--- config.mk ---
export PLATFORM = sky130hd
export DESIGN_NAME = apu_fetch_arbiter_flat
export DESIGN_NICKNAME = d
export VERILOG_FILES = /design/src/rtl/apu_fetch_arbiter_pkg.sv /design/src/rtl/apu_fetch_arbiter_if.sv /design/src/rtl/apu_fetch_arbiter_rr_picker.sv /design/src/rtl/apu_fetch_arbiter.sv /design/src/flat_wrapper.sv
export SDC_FILE = /design/constraint.sdc
export NUM_CORES = 1
export LEC_CHECK = 0
export BUFFER_PORTS_ARGS = -buffer_cell sky130_fd_sc_hd__buf_2
export CAP_MARGIN = 20
export CORE_AREA = 2 2 144 146
export DETAILED_ROUTE_END_ITERATION = 7
export DIE_AREA = 0 0 146 148
export PLACE_DENSITY = 0.65
export SETUP_SLACK_MARGIN = 0.02
export SYNTH_ARGS = -nofsm -noshare
export SYNTH_HDL_FRONTEND = slang
export SYNTH_SLANG_ARGS = --single-unit
--- constraint.sdc ---
create_clock -name clk -period 7.4 [get_ports clk]
set_input_delay 0.37 -clock clk [delete_from_list [all_inputs] [get_ports clk]]
set_output_delay 0.37 -clock clk [all_outputs]
set_load 0.1 [all_outputs]
--- src/rtl/apu_fetch_arbiter_pkg.sv ---
// Shared APU fetch-arbiter types: FSM state encoding and default channel count.
package apu_pkg;

    typedef enum logic [1:0] {
        IDLE,
        ISSUE,
        WAIT,
        ACK
    } fetch_state_t;

    localparam int APU_CHANNELS = 8;

endpackage

--- src/rtl/apu_fetch_arbiter_if.sv ---
// Channel-array and sample-memory signals of the fetch arbiter.
// Memory handshake: a read is accepted on a cycle with mem_req && mem_ready; exactly one
// mem_valid pulse returns its data later. Channels hold ch_req until their ch_ack pulse.
interface apu_fetch_arbiter_if
    import apu_pkg::*;
#(
    parameter int CHANNELS = APU_CHANNELS,
    parameter int ADDR_W   = 32,
    parameter int DATA_W   = 32
);
    logic [CHANNELS-1:0]             ch_req;
    logic [CHANNELS-1:0][ADDR_W-1:0] ch_addr;
    logic [CHANNELS-1:0]             ch_ack;
    logic [DATA_W-1:0]               ch_data;
    logic                            mem_req;
    logic [ADDR_W-1:0]               mem_addr;
    logic                            mem_ready;
    logic                            mem_valid;
    logic [DATA_W-1:0]               mem_rdata;

    // Arbiter side.
    modport master (
        input  ch_req, ch_addr, mem_ready, mem_valid, mem_rdata,
        output ch_ack, ch_data, mem_req, mem_addr
    );

    // Channel array plus memory side.
    modport slave (
        output ch_req, ch_addr, mem_ready, mem_valid, mem_rdata,
        input  ch_ack, ch_data, mem_req, mem_addr
    );
endinterface

--- src/rtl/apu_fetch_arbiter_rr_picker.sv ---
// Combinational round-robin picker: first requester at or above last_grant+1, wrapping.
module apu_rr_picker #(
    parameter int CHANNELS = 8
) (
    input  logic [CHANNELS-1:0]         req,
    input  logic [$clog2(CHANNELS)-1:0] last_grant,
    output logic                        any,
    output logic [$clog2(CHANNELS)-1:0] winner
);
    localparam int IDX_W = $clog2(CHANNELS);

    logic [IDX_W:0]        start;
    logic [CHANNELS-1:0]   rot;
    logic [IDX_W-1:0]      off;
    logic                  found;
    logic [IDX_W+1:0]      sum;

    assign any = |req;

    always_comb begin
        start = {1'b0, last_grant} + (IDX_W+1)'(1);
        if (start >= (IDX_W+1)'(CHANNELS)) begin
            start = '0;
        end
        // Rotate so bit 0 is the highest-priority channel, then find the first set bit.
        rot   = CHANNELS'({req, req} >> start);
        off   = '0;
        found = 1'b0;
        for (int i = 0; i < CHANNELS; i++) begin
            if (!found && rot[i]) begin
                found = 1'b1;
                off   = IDX_W'(i);
            end
        end
        sum = {1'b0, start} + {2'b00, off};
        if (sum >= (IDX_W+2)'(CHANNELS)) begin
            sum = sum - (IDX_W+2)'(CHANNELS);
        end
        winner = sum[IDX_W-1:0];
    end
endmodule

--- src/rtl/apu_fetch_arbiter.sv ---
// Serialises channel sample fetches onto one memory read port, one read outstanding at a time.
module apu_fetch_arbiter
    import apu_pkg::*;
#(
    parameter int CHANNELS = APU_CHANNELS,
    parameter int ADDR_W   = 32,
    parameter int DATA_W   = 32
) (
    input  logic                clk,
    input  logic                rst,
    apu_fetch_arbiter_if.master bus,
    output fetch_state_t        dbg_state
);
    localparam int IDX_W = $clog2(CHANNELS);

    fetch_state_t        state;
    fetch_state_t        state_nxt;
    logic [IDX_W-1:0]    grant_idx;
    logic [IDX_W-1:0]    last_grant;
    logic [IDX_W-1:0]    winner;
    logic                any_req;
    logic [ADDR_W-1:0]   mem_addr_q;
    logic [DATA_W-1:0]   ch_data_q;
    logic [CHANNELS-1:0] ack;

    apu_rr_picker #(.CHANNELS(CHANNELS)) u_picker (
        .req        (bus.ch_req),
        .last_grant (last_grant),
        .any        (any_req),
        .winner     (winner)
    );

    always_ff @(posedge clk) begin
        if (!rst) begin
            state <= IDLE;
        end else begin
            state <= state_nxt;
        end
    end

    // mem_valid outside WAIT and mem_ready outside ISSUE fall through to "hold".
    always_comb begin
        state_nxt = state;
        case (state)
            IDLE:    if (any_req)       state_nxt = ISSUE;
            ISSUE:   if (bus.mem_ready) state_nxt = WAIT;
            WAIT:    if (bus.mem_valid) state_nxt = ACK;
            ACK:                        state_nxt = IDLE;
            default:                    state_nxt = IDLE;
        endcase
    end

    always_ff @(posedge clk) begin
        if (!rst) begin
            grant_idx  <= '0;
            last_grant <= IDX_W'(CHANNELS - 1);
            mem_addr_q <= '0;
            ch_data_q  <= '0;
        end else begin
            if (state == IDLE && any_req) begin
                grant_idx  <= winner;
                mem_addr_q <= bus.ch_addr[winner];
            end
            if (state == WAIT && bus.mem_valid) begin
                ch_data_q <= bus.mem_rdata;
            end
            if (state == ACK) begin
                last_grant <= grant_idx;
            end
        end
    end

    always_comb begin
        ack = '0;
        if (state == ACK) begin
            ack[grant_idx] = 1'b1;
        end
    end

    assign bus.mem_req  = (state == ISSUE);
    assign bus.mem_addr = mem_addr_q;
    assign bus.ch_data  = ch_data_q;
    assign bus.ch_ack   = ack;
    assign dbg_state    = state;
endmodule

--- src/flat_wrapper.sv ---
// flat-port wrapper written by rule: the top's interface ports become plain ports
module apu_fetch_arbiter_flat import apu_pkg::*;
#(
    parameter int CHANNELS = APU_CHANNELS,
    parameter int ADDR_W   = 32,
    parameter int DATA_W   = 32
)
  (clk, rst, dbg_state, bus_ch_req, bus_ch_addr, bus_mem_ready, bus_mem_valid, bus_mem_rdata, bus_ch_ack, bus_ch_data, bus_mem_req, bus_mem_addr);
  apu_fetch_arbiter_if #(.CHANNELS(CHANNELS), .ADDR_W(ADDR_W), .DATA_W(DATA_W)) bus_i ();
  input  logic clk;
  input  logic rst;
  output fetch_state_t dbg_state;
  input wire logic [$bits(bus_i.ch_req)-1:0] bus_ch_req;
  input wire logic [$bits(bus_i.ch_addr)-1:0] bus_ch_addr;
  input wire logic [$bits(bus_i.mem_ready)-1:0] bus_mem_ready;
  input wire logic [$bits(bus_i.mem_valid)-1:0] bus_mem_valid;
  input wire logic [$bits(bus_i.mem_rdata)-1:0] bus_mem_rdata;
  output wire logic [$bits(bus_i.ch_ack)-1:0] bus_ch_ack;
  output wire logic [$bits(bus_i.ch_data)-1:0] bus_ch_data;
  output wire logic [$bits(bus_i.mem_req)-1:0] bus_mem_req;
  output wire logic [$bits(bus_i.mem_addr)-1:0] bus_mem_addr;
  assign bus_i.ch_req = bus_ch_req;
  assign bus_i.ch_addr = bus_ch_addr;
  assign bus_i.mem_ready = bus_mem_ready;
  assign bus_i.mem_valid = bus_mem_valid;
  assign bus_i.mem_rdata = bus_mem_rdata;
  assign bus_ch_ack = bus_i.ch_ack;
  assign bus_ch_data = bus_i.ch_data;
  assign bus_mem_req = bus_i.mem_req;
  assign bus_mem_addr = bus_i.mem_addr;
  apu_fetch_arbiter #(.CHANNELS(CHANNELS), .ADDR_W(ADDR_W), .DATA_W(DATA_W)) u_core (.clk(clk), .rst(rst), .bus(bus_i), .dbg_state(dbg_state));
endmodule
==> results of run 1 <==
layout make-up:
class,instances,area [µm²],share of cell area (%)
multi-input cells,394,3520,46.4
repair buffers,380,1940,25.5
flip-flops and latches,72,1440,19.0
well taps,270,338,4.45
clock buffers,9,225,2.97
clock inverters,7,103,1.35
inverters,5,18.8,0.247
diodes,2,5.00,0.0659
routing by layer:
| metal | vias up | wire length, µm | track usage, % |
|---|---|---|---|
| met1 | 2682 | 8180 | 22.2 |
| met3 | 28 | 1870 | 5.52 |
| li1 | 2695 | - | - |
| met4 | 2 | 386 | 5.58 |
| met5 | - | 13 | 0 |
| met2 | 282 | 10100 | 30.3 |
state kept, by name (all words and copies together), names as in the netlist:
| signal | count |
|---|---|
| u_core.last_grant | 3 |
| u_core.grant_idx | 3 |
| u_core.bus.ch_data | 32 |
| u_core.dbg_state | 2 |
| u_core.bus.mem_addr | 32 |
layout by cell type (no fill, tap or decap), types with 10 or more instances in the layout:
| cell | instances |
|---|---|
| a21boi_0 | 32 |
| a31oi_1 | 36 |
| buf_2 | 374 |
| dfxtp_1 | 72 |
| mux2i_1 | 10 |
| mux4_2 | 64 |
| nand2_1 | 78 |
| nand3_1 | 35 |
| o21ai_0 | 37 |
| o21ai_1 | 29 |
worst reg2reg max path, cell delays in order, from the launching register on:
cell and delay [ps]:
dfxtp_1 410, ha_1 840, mux2_2 460, nand2b_1 160, a211oi_2 350, a2bb2oi_2 250
o21bai_1 100, a32oi_1 270, ha_4 760, buf_4 550, mux4_2 560, nand3_1 100
a31oi_1 90
worst paths after layout:
kind	startpoint	endpoint	slack [ps]	cells after the start
max	u_core.last_grant[0]	u_core.bus.mem_addr[3]	2370	12
max reg2reg	u_core.last_grant[0]	u_core.bus.mem_addr[3]	2370	12
min	bus_mem_rdata[4]	u_core.bus.ch_data[4]	270	3
min reg2reg	u_core.bus.ch_data[3]	u_core.bus.ch_data[3]	460	2
power groups by stage:
| stage | clock, mW | combinational (mW) | sequential (mW) |
|---|---|---|---|
| final | 0.488 | 2.36 | 0.552 |
| after global routing | 0.515 | 2.52 | 0.566 |
| after CTS | 0.503 | 2.38 | 0.552 |
| after detailed placement | 0 | 2.37 | 0.560 |
| after global placement | 0 | 2.35 | 0.557 |
| after floorplan | 0 | 1.34 | 1.19 |
logic make-up after synthesis:
group / share of synthesized area [%]
muxes: 31.4
and+or+nand+nor: 12.8
DFF: 27.5
xor gates and xnor gates: 0.334
AOI/OAI and AO/OA: 20.1
buffers and inverters: 6.06
adders and majority gates: 1.81
==> impl_metrics.yaml, run 1 <==
clock_tree:
  clock_path_buffers: 2
  clk_pin_slew_ps: 60
  cts_tree: "done"
  cts_resized: 0
  root_buffer: "clkbuf_16"
  hold_buffers: 0
  cts_sinks: 72
  cts_made_buffers: 9
  postCtsSetupRepairBufs: 0
  insertion_delay_ps: 340
  htree_levels: 3
place:
  port_buffers: 374
  place_inst: 1120
  hpwl_um: 16100
  dp_slack_ps: 2300
  placed_area_um2: 7230
  globalplace.congestion: 0.885
logic_synthesis:
  synth_area_leader_cell: "dfxtp_1"
  synth_common_cells: "78 x nand2_1, 72 x dfxtp_1, 64 x mux4_2"
  synth_area_leaders: "dfxtp_1 27%, mux4_2 27%, nand2_1 5.6%"
  yosysSeqAreaShare_pct: 27.5
  synth_most_common_cell: "nand2_1"
  async_reset_ff_share_pct: 0
  postSynthCellCount: 521
  synthFlopType: "dfxtp_1"
  ys_types: 61
  synth_area_per_cell_um2: 10.1
  synth_nets: 828
  synth_edf_count: 0
  ys_ff_latch: 72
  netlist.area_leader.share_pct: 27.5
  synthesis.area_um2: 5250
  ys_warn_count: 0
drt:
  route.detailed.drc: 0
  drt_iter0_markers: 352
  wirelength_um: 20600
  final_antenna_net_count: 0
  wire_per_inst_um: 18.1
  num_vias: 5689
  via_per_inst: 4.99
  drt_first_pass_iters: 5
die:
  pin_count: 375
  core.rowCount: 52
  die_w_um: 146
  dieHeight_um: 148
  core_um2: 20000
  die_area_um2: 21600
  start_util_pct: 26.2
pwr:
  powerDensity_nw_per_um2: 448
  p_seq_share_pct: 16.3
  swShare_pct: 51.1
  internal_power_mw: 1.66
  p_clk_share_pct: 14.4
  p_switching_mw: 1.74
  power_mw: 3.40
  p_leak_nw: 3.34
  irDropWorstVdd_mv: 0.236
  combPwrFrac_pct: 69.4
timing:
  hold_violations: 0
  tightest_slew_ps: 1080
  skew_ps: 8.94
  rsz0062_at_grt: "false"
  period_share_pct: 68.0
  layout_setup_ws_ps: 2370
  slew_headroom_pct: 27.9
  clock.fmax_ghz: 0.199
  setup_violations: 0
  tns_ps: 0
  drv_slew: 0
  fin_hold_ws_ps: 275
  finalCriticalPeriod_ps: 5030
setup_path:
  worstPathRequired_ps: 7590
  crit_family: "adder cells"
  crit_arrival_ps: 5220
  crit_path_top_delay_cell: "ha_1"
  crit_type: "flip-flop to flip-flop"
  cp_cell_sequence: "ha_1 > mux2_2 > nand2b_1 > a211oi_2 > a2bb2oi_2 > o21bai_1 > a32oi_1 > ha_4 > buf_4 > mux4_2 > nand3_1 > a31oi_1"
  crit_path_end_kind: "flip-flop"
  cp_max_fo: 47
  slowest_delay_ps: 840
  critPathBufInv: 1
  critPathLaunchType: "flip-flop"
global_routing:
  gr-total-overflow: 0
  grt.total_usage_pct: 18.0
  grt_max_degree: 73
  antenna_found_initial: 3
  grt_pass1_vias: 5574
  grt_pass1_wl_um: 30500
layout:
  utilization_pct: 37.9
  syn_to_final_growth_pct: 44.8
  final_net_count: 1169
  final_cells: 1139
  drive_gt1_share_pct: 56.3
  fillers: 2075
  final_area_um2: 7590
hold_path:
  hp-class: "input pin to flip-flop"
flow_run:
  cap_violations: 0
status:
  status: "completed"
(Power assumes the default switching activity.)
==> run 2, diff against run 1 <==
Settings changed: ABC_AREA set to 1, CORE_AREA 2 2 144 146 to 2 2 146 148, DIE_AREA 0 0 146 148 to 0 0 148 150, PLACE_DENSITY 0.65 to 0.66.
Clock period 7.4 ns to 4.56 ns, I/O delays scaled along.
==> run 2 against run 1 <==
Against the previous run: register-to-register slack got worse by 2100 ps; combinational power increased to 2.8 times the previous value; die area increased by 2.7%; clock power increased by 61%; count of clock-buffer cells in the layout increased by 1; flip-flop and latch count unchanged; wire length increased by 17%; synthesized area increased by 3.0%.
==> impl_metrics.yaml, run 2 <==
logic_synthesis:
  yosysSeqAreaShare_pct: 26.7
  ys_types: 32
  synthFlopType: "dfxtp_1"
  synth_area_per_cell_um2: 6.15
  synth_most_common_cell: "nand2_1"
  synth_common_cells: "282 x nand2_1, 124 x nand3_1, 100 x a21oi_1"
  synth_area_leaders: "dfxtp_1 27%, nand2_1 20%, a32o_1 12%"
  synth_nets: 1185
  async_reset_ff_share_pct: 0
  ys_ff_latch: 72
  netlist.area_leader.share_pct: 26.7
  synthesis.area_um2: 5400
  synth_area_leader_cell: "dfxtp_1"
  postSynthCellCount: 878
  ys_warn_count: 0
  synth_edf_count: 0
setup_path:
  r2r_slack_ps: 290
  crit_top_cell: "nand3_1"
  critPathBufInv: 3
  crit_family: "adder cells"
  crit_path_end_kind: "flip-flop"
  slowest_delay_ps: 890
  critPathLaunchType: "flip-flop"
  crit_path_top_delay_cell: "fa_4"
  cp_max_fo: 49
  cp_cell_sequence: "ha_2 > inv_2 > nand3_1 > nand2_1 > o21ai_1 > nor2_1 > nand4_4 > o2111ai_1 > ha_4 > fa_4 > buf_12 > buf_12 > a21oi_1 > a32o_1 > nand3_1 > nand3_1 > a21oi_1"
  crit_arrival_ps: 4550
  worstPathRequired_ps: 4830
  crit_type: "flip-flop to flip-flop"
global_routing:
  grt.total_usage_pct: 20.2
  antenna_found_initial: 0
  grt_pass1_wl_um: 35400
  grt_max_degree: 129
  gr-total-overflow: 0
  grt_pass1_vias: 6803
clock_tree:
  clk_pin_slew_ps: 60
  cts_made_buffers: 9
  cts_sinks: 72
  htree_levels: 3
  clock_path_buffers: 2
  cts_tree: "done"
  root_buffer: "clkbuf_16"
  insertion_delay_ps: 340
layout:
  layout_commonest_cell: "buf_2"
  final_area_um2: 7900
  drive_gt1_share_pct: 35.4
  most-common-layout-cells: "374 x buf_2, 282 x nand2_1, 122 x nand3_1, 100 x a21oi_1, 74 x nor2_1"
  final_net_count: 1514
  syn_to_final_growth_pct: 46.2
place:
  hpwl_um: 18200
  port_buffers: 374
  placed_area_um2: 7580
  globalplace.congestion: 0.888
timing:
  clock.fmax_ghz: 0.234
  period_share_pct: 93.7
  skew_ps: 7.97
  drv_slew: 0
  tns_ps: 0
  slew_headroom_pct: 36.0
  setup_violations: 0
  rsz0062_at_grt: "false"
  tightest_slew_ps: 959
  finalCriticalPeriod_ps: 4270
  fin_hold_ws_ps: 134
  hold_violations: 0
die:
  die_w_um: 148
  dieHeight_um: 150
  start_util_pct: 26.1
  core_um2: 20700
  die_area_um2: 22200
  pin_count: 375
  core.rowCount: 53
pwr:
  irDropWorstVdd_mv: 0.854
  p_switching_mw: 4.80
  swShare_pct: 57.8
  powerDensity_nw_per_um2: 1050
  power_mw: 8.30
  internal_power_mw: 3.51
  p_seq_share_pct: 11.0
  p_leak_nw: 3.98
  p_clk_share_pct: 9.4
  combPwrFrac_pct: 79.6
drt:
  final_antenna_net_count: 0
  via_per_inst: 4.96
  drt_iter0_markers: 484
  drt_first_pass_iters: 5
  route.detailed.drc: 0
  num_vias: 7384
  wirelength_um: 24100
  wire_per_inst_um: 16.2
flow_run:
  cap_violations: 0
hold_path:
  hp-class: "input pin to flip-flop"
status:
  status: "completed"
run 2: cell types whose count changed in the layout (fill, tap and decap cells not counted), moves of 8 or more:
cell and delta:
a21boi_0 -32, a32o_1 +64, nand3_1 +87, nor2_1 +66
o21ai_1 -28, a31oi_1 -36, mux2i_1 -10, inv_1 +9
nand2_1 +204, a21oi_1 +97, mux4_2 -64, buf_4 +8
run 2: final timing paths:
| path | end | cells past startpoint | startpoint |
|---|---|---|---|
| setup / recovery | u_core.bus.mem_addr[29] | 17 | u_core.last_grant[0] |
| hold / removal | u_core.bus.ch_data[27] | 3 | bus_mem_rdata[27] |
| hold reg to reg | u_core.bus.mem_addr[27] | 2 | u_core.bus.mem_addr[27] |
| setup reg to reg | u_core.bus.mem_addr[29] | 17 | u_core.last_grant[0] |
run 2: final cells by class:
cell class / count / area, µm²
flip-flops and latches: 72 / 1440
inverters: 21 / 81.3
fillers: 2218 / 12800
repair buffers: 393 / 2090
clock buffers: 10 / 229
multi-input cells: 710 / 3620
clock inverters: 6 / 92.6
diodes: 1 / 2.50
well taps: 275 / 344
run 2: timing repair:
action,CTS,global route
gates resized for setup,0,1
endpoints found under the hold margin,0,0
setup buffers,0,0
setup endpoints to repair,0,6
hold buffers,0,0
run 2: stage by stage:
step	std cells	utilization, %	setup slack (ps)
after floorplan	878	-	1100
after global placement	1471	36.6	395
after detailed placement	1471	36.6	287
after CTS	1487	38.2	266
after global routing	1487	38.2	62.5
final	1488	38.2	287
run 2: power groups by stage:
| stage | logic, mW | clock network, mW | registers [mW] |
|---|---|---|---|
| CTS | 6.63 | 0.806 | 0.911 |
| detailed placement | 6.61 | 0 | 0.922 |
| global route | 7.22 | 0.833 | 0.934 |
| global placement | 6.54 | 0 | 0.920 |
| floorplan | 3.97 | 0 | 1.97 |
| finish | 6.61 | 0.784 | 0.913 |
run 2: cells by family after synthesis:
kind of cell / Yosys count / synth area share, %
fa+ha+maj: 7 / 1.76
buf+inv: 96 / 7.04
simple gates: 494 / 38.6
xor+xnor: 1 / 0.162
compound gates: 208 / 25.8
flops: 72 / 26.7
run 2: worst min-delay path: stages:
cell     delay [ps]
buf_2            70
o21ai_0          70
nor2_1           80
run 2: metal layers:
layer,track usage (%),share of wire (%)
met1,25.2,42
met2,34.4,47
met3,4.54,9.0
met4,6.86,2.1
met5,0,0
==> run 3, diff against run 2 <==
Settings changed: CELL_PAD_IN_SITES_DETAIL_PLACEMENT set to 1, CELL_PAD_IN_SITES_GLOBAL_PLACEMENT set to 1, CORE_AREA 2 2 146 148 to not set, CORE_ASPECT_RATIO set to 1.2, CORE_MARGIN set to 1.5, CORE_UTILIZATION set to 24, DIE_AREA 0 0 148 150 to not set, PLACE_DENSITY 0.66 to 0.87.
==> run 3 against run 2 <==
Against the previous run: fmax about the same; wire length rose by 3.3%; worst hold slack better by 4.3 ps; sequential share of layout area rose by 0.14 points; non-clock buffer count is 5 lower; flip-flop and latch count is the same; global-route usage rose by 0.17 points; critical path depth decreased by 1; total power is 0.70% lower; critical endpoint is now u_core.bus.mem_addr[6]; largest cell class unchanged.
==> impl_metrics.yaml, run 3 (synthesis results as in run 2) <==
clock_tree:
  hold_buffers: 0
  cts_tree: "done"
  root_buffer: "clkbuf_16"
  cts_made_buffers: 9
  postCtsSetupRepairBufs: 0
  clock_path_buffers: 2
  clk_pin_slew_ps: 70
  cts_sinks: 72
  cts_resized: 0
  insertion_delay_ps: 340
  htree_levels: 3
pwr:
  p_switching_mw: 4.86
  p_seq_share_pct: 11.1
  p_clk_share_pct: 9.1
  power_mw: 8.25
  internal_power_mw: 3.39
  p_leak_nw: 3.95
  swShare_pct: 58.9
  combPwrFrac_pct: 79.8
  irDropWorstVdd_mv: 0.630
  powerDensity_nw_per_um2: 1050
die:
  start_util_pct: 24.6
  core.rowCount: 59
  core_um2: 21900
  die_w_um: 140
  dieHeight_um: 167
  die_area_um2: 23400
  pin_count: 375
global_routing:
  antenna_found_initial: 1
  gr-total-overflow: 0
  grt_max_degree: 130
  grt_pass1_vias: 7688
  grt.total_usage_pct: 20.4
  grt_pass1_wl_um: 38400
hold_path:
  whs_path_depth: 3
  holdPathEnd: "u_core.bus.ch_data[9]"
  hp-class: "input pin to flip-flop"
  min-delay-start: "bus_mem_rdata[9]"
setup_path:
  crit_path_end_kind: "flip-flop"
  crit_type: "flip-flop to flip-flop"
  critPathLaunchType: "flip-flop"
  regToRegEndpoint: "u_core.bus.mem_addr[6]"
  crit_arrival_ps: 4540
  worstPathRequired_ps: 4830
  r2r_slack_ps: 290
  cp_max_fo: 72
  r2r_start: "u_core.last_grant[0]"
  ff2ff_path_depth: 16
drt:
  drt_first_pass_iters: 4
  drt_iter0_markers: 340
  route.detailed.drc: 0
  num_vias: 7492
  via_per_inst: 5.06
  wire_per_inst_um: 16.8
  wirelength_um: 24800
  final_antenna_net_count: 0
place:
  globalplace.congestion: 0.843
  port_buffers: 374
  hpwl_um: 19300
  placed_area_um2: 7520
timing:
  period_share_pct: 93.7
  skew_ps: 9.11
  tns_ps: 0
  finalCriticalPeriod_ps: 4270
  setup_violations: 0
  hold_violations: 0
  clock.fmax_ghz: 0.234
  drv_slew: 0
  tightest_slew_ps: 1010
  fin_hold_ws_ps: 139
  slew_headroom_pct: 32.7
  rsz0062_at_grt: "false"
layout:
  syn_to_final_growth_pct: 45.1
  fillers: 2960
  final_net_count: 1509
  n_antenna_cell: 0
  final_area_um2: 7840
  layout_commonest_cell: "buf_2"
  most-common-layout-cells: "374 x buf_2, 282 x nand2_1, 122 x nand3_1, 100 x a21oi_1, 74 x nor2_1"
  drive_gt1_share_pct: 35.1
  utilization_pct: 35.8
status:
  status: "completed"
flow_run:
  cap_violations: 0
run 3: cell types whose count changed in the layout (fill, tap and decap cells not counted):
cell / delta
buf_12: -1
ha_1: +1
clkinv_2: +1
bufinv_16: -1
diode_2: -1
inv_8: +1
nand3_2: -2
ha_2: -1
clkbuf_1: -1
nand3_4: +2
buf_4: -4
run 3: worst max-delay path, cell delays in order, from the launching register on:
cell,delay [ps]
dfxtp_1,430
ha_1,570
inv_2,140
nand3_1,110
nand2_1,70
o21ai_1,320
nor2_1,130
nand4_4,170
o2111ai_1,190
ha_4,210
fa_4,790
buf_12,280
a21oi_1,90
a32o_1,260
nand3_1,140
nand3_1,100
a21oi_1,160
run 3: layout make-up:
cell class	instances	area, µm²	area share, %
Timing Repair Buffer	388	2040	26.0
Clock buffer	9	225	2.87
Multi-Input combinational cell	710	3630	46.3
Sequential cell	72	1440	18.4
Tap cell	274	343	4.37
Inverter	21	81.3	1.04
Clock inverter	7	78.8	1.00
run 3: power groups by stage:
stage / Sequential, mW / Combinational [mW] / Clock, mW
finish: 0.915 / 6.58 / 0.753
global route: 0.936 / 7.23 / 0.811
CTS: 0.916 / 6.64 / 0.786
detailed placement: 0.927 / 6.61 / 0
global placement: 0.917 / 6.52 / 0
floorplan: 1.97 / 3.97 / 0
run 3: worst max-delay path by stage:
stage	start	end	slack (ps)	cells past startpoint
2_1_floorplan	u_core.last_grant[1]	u_core.bus.mem_addr[11]	1100	18
5_1_grt	u_core.last_grant[0]	u_core.bus.mem_addr[6]	30	16
4_1_cts	u_core.last_grant[0]	u_core.bus.mem_addr[20]	200	16
3_3_place_gp	u_core.last_grant[0]	u_core.bus.mem_addr[19]	370	16
3_5_place_dp	u_core.last_grant[0]	u_core.bus.mem_addr[23]	210	16
6_report	u_core.last_grant[0]	u_core.bus.mem_addr[6]	290	16
run 3: stage by stage:
| step | std cells | worst slack (ps) |
|---|---|---|
| 6_report | 1481 | 289 |
| 5_1_grt | 1481 | 27.3 |
| 4_1_cts | 1481 | 197 |
| 3_5_place_dp | 1465 | 209 |
| 3_3_place_gp | 1465 | 369 |
| 2_1_floorplan | 878 | 1100 |
run 3: per-layer routing:
| layer | track usage, % | up-vias | share of wire, % |
|---|---|---|---|
| met1 | 22.5 | 3472 | 40 |
| li1 | - | 3689 | - |
| met3 | 5.55 | 36 | 7.9 |
| met2 | 38.0 | 295 | 50 |
| met5 | 0 | - | 0 |
| met4 | 5.95 | 0 | 2.1 |
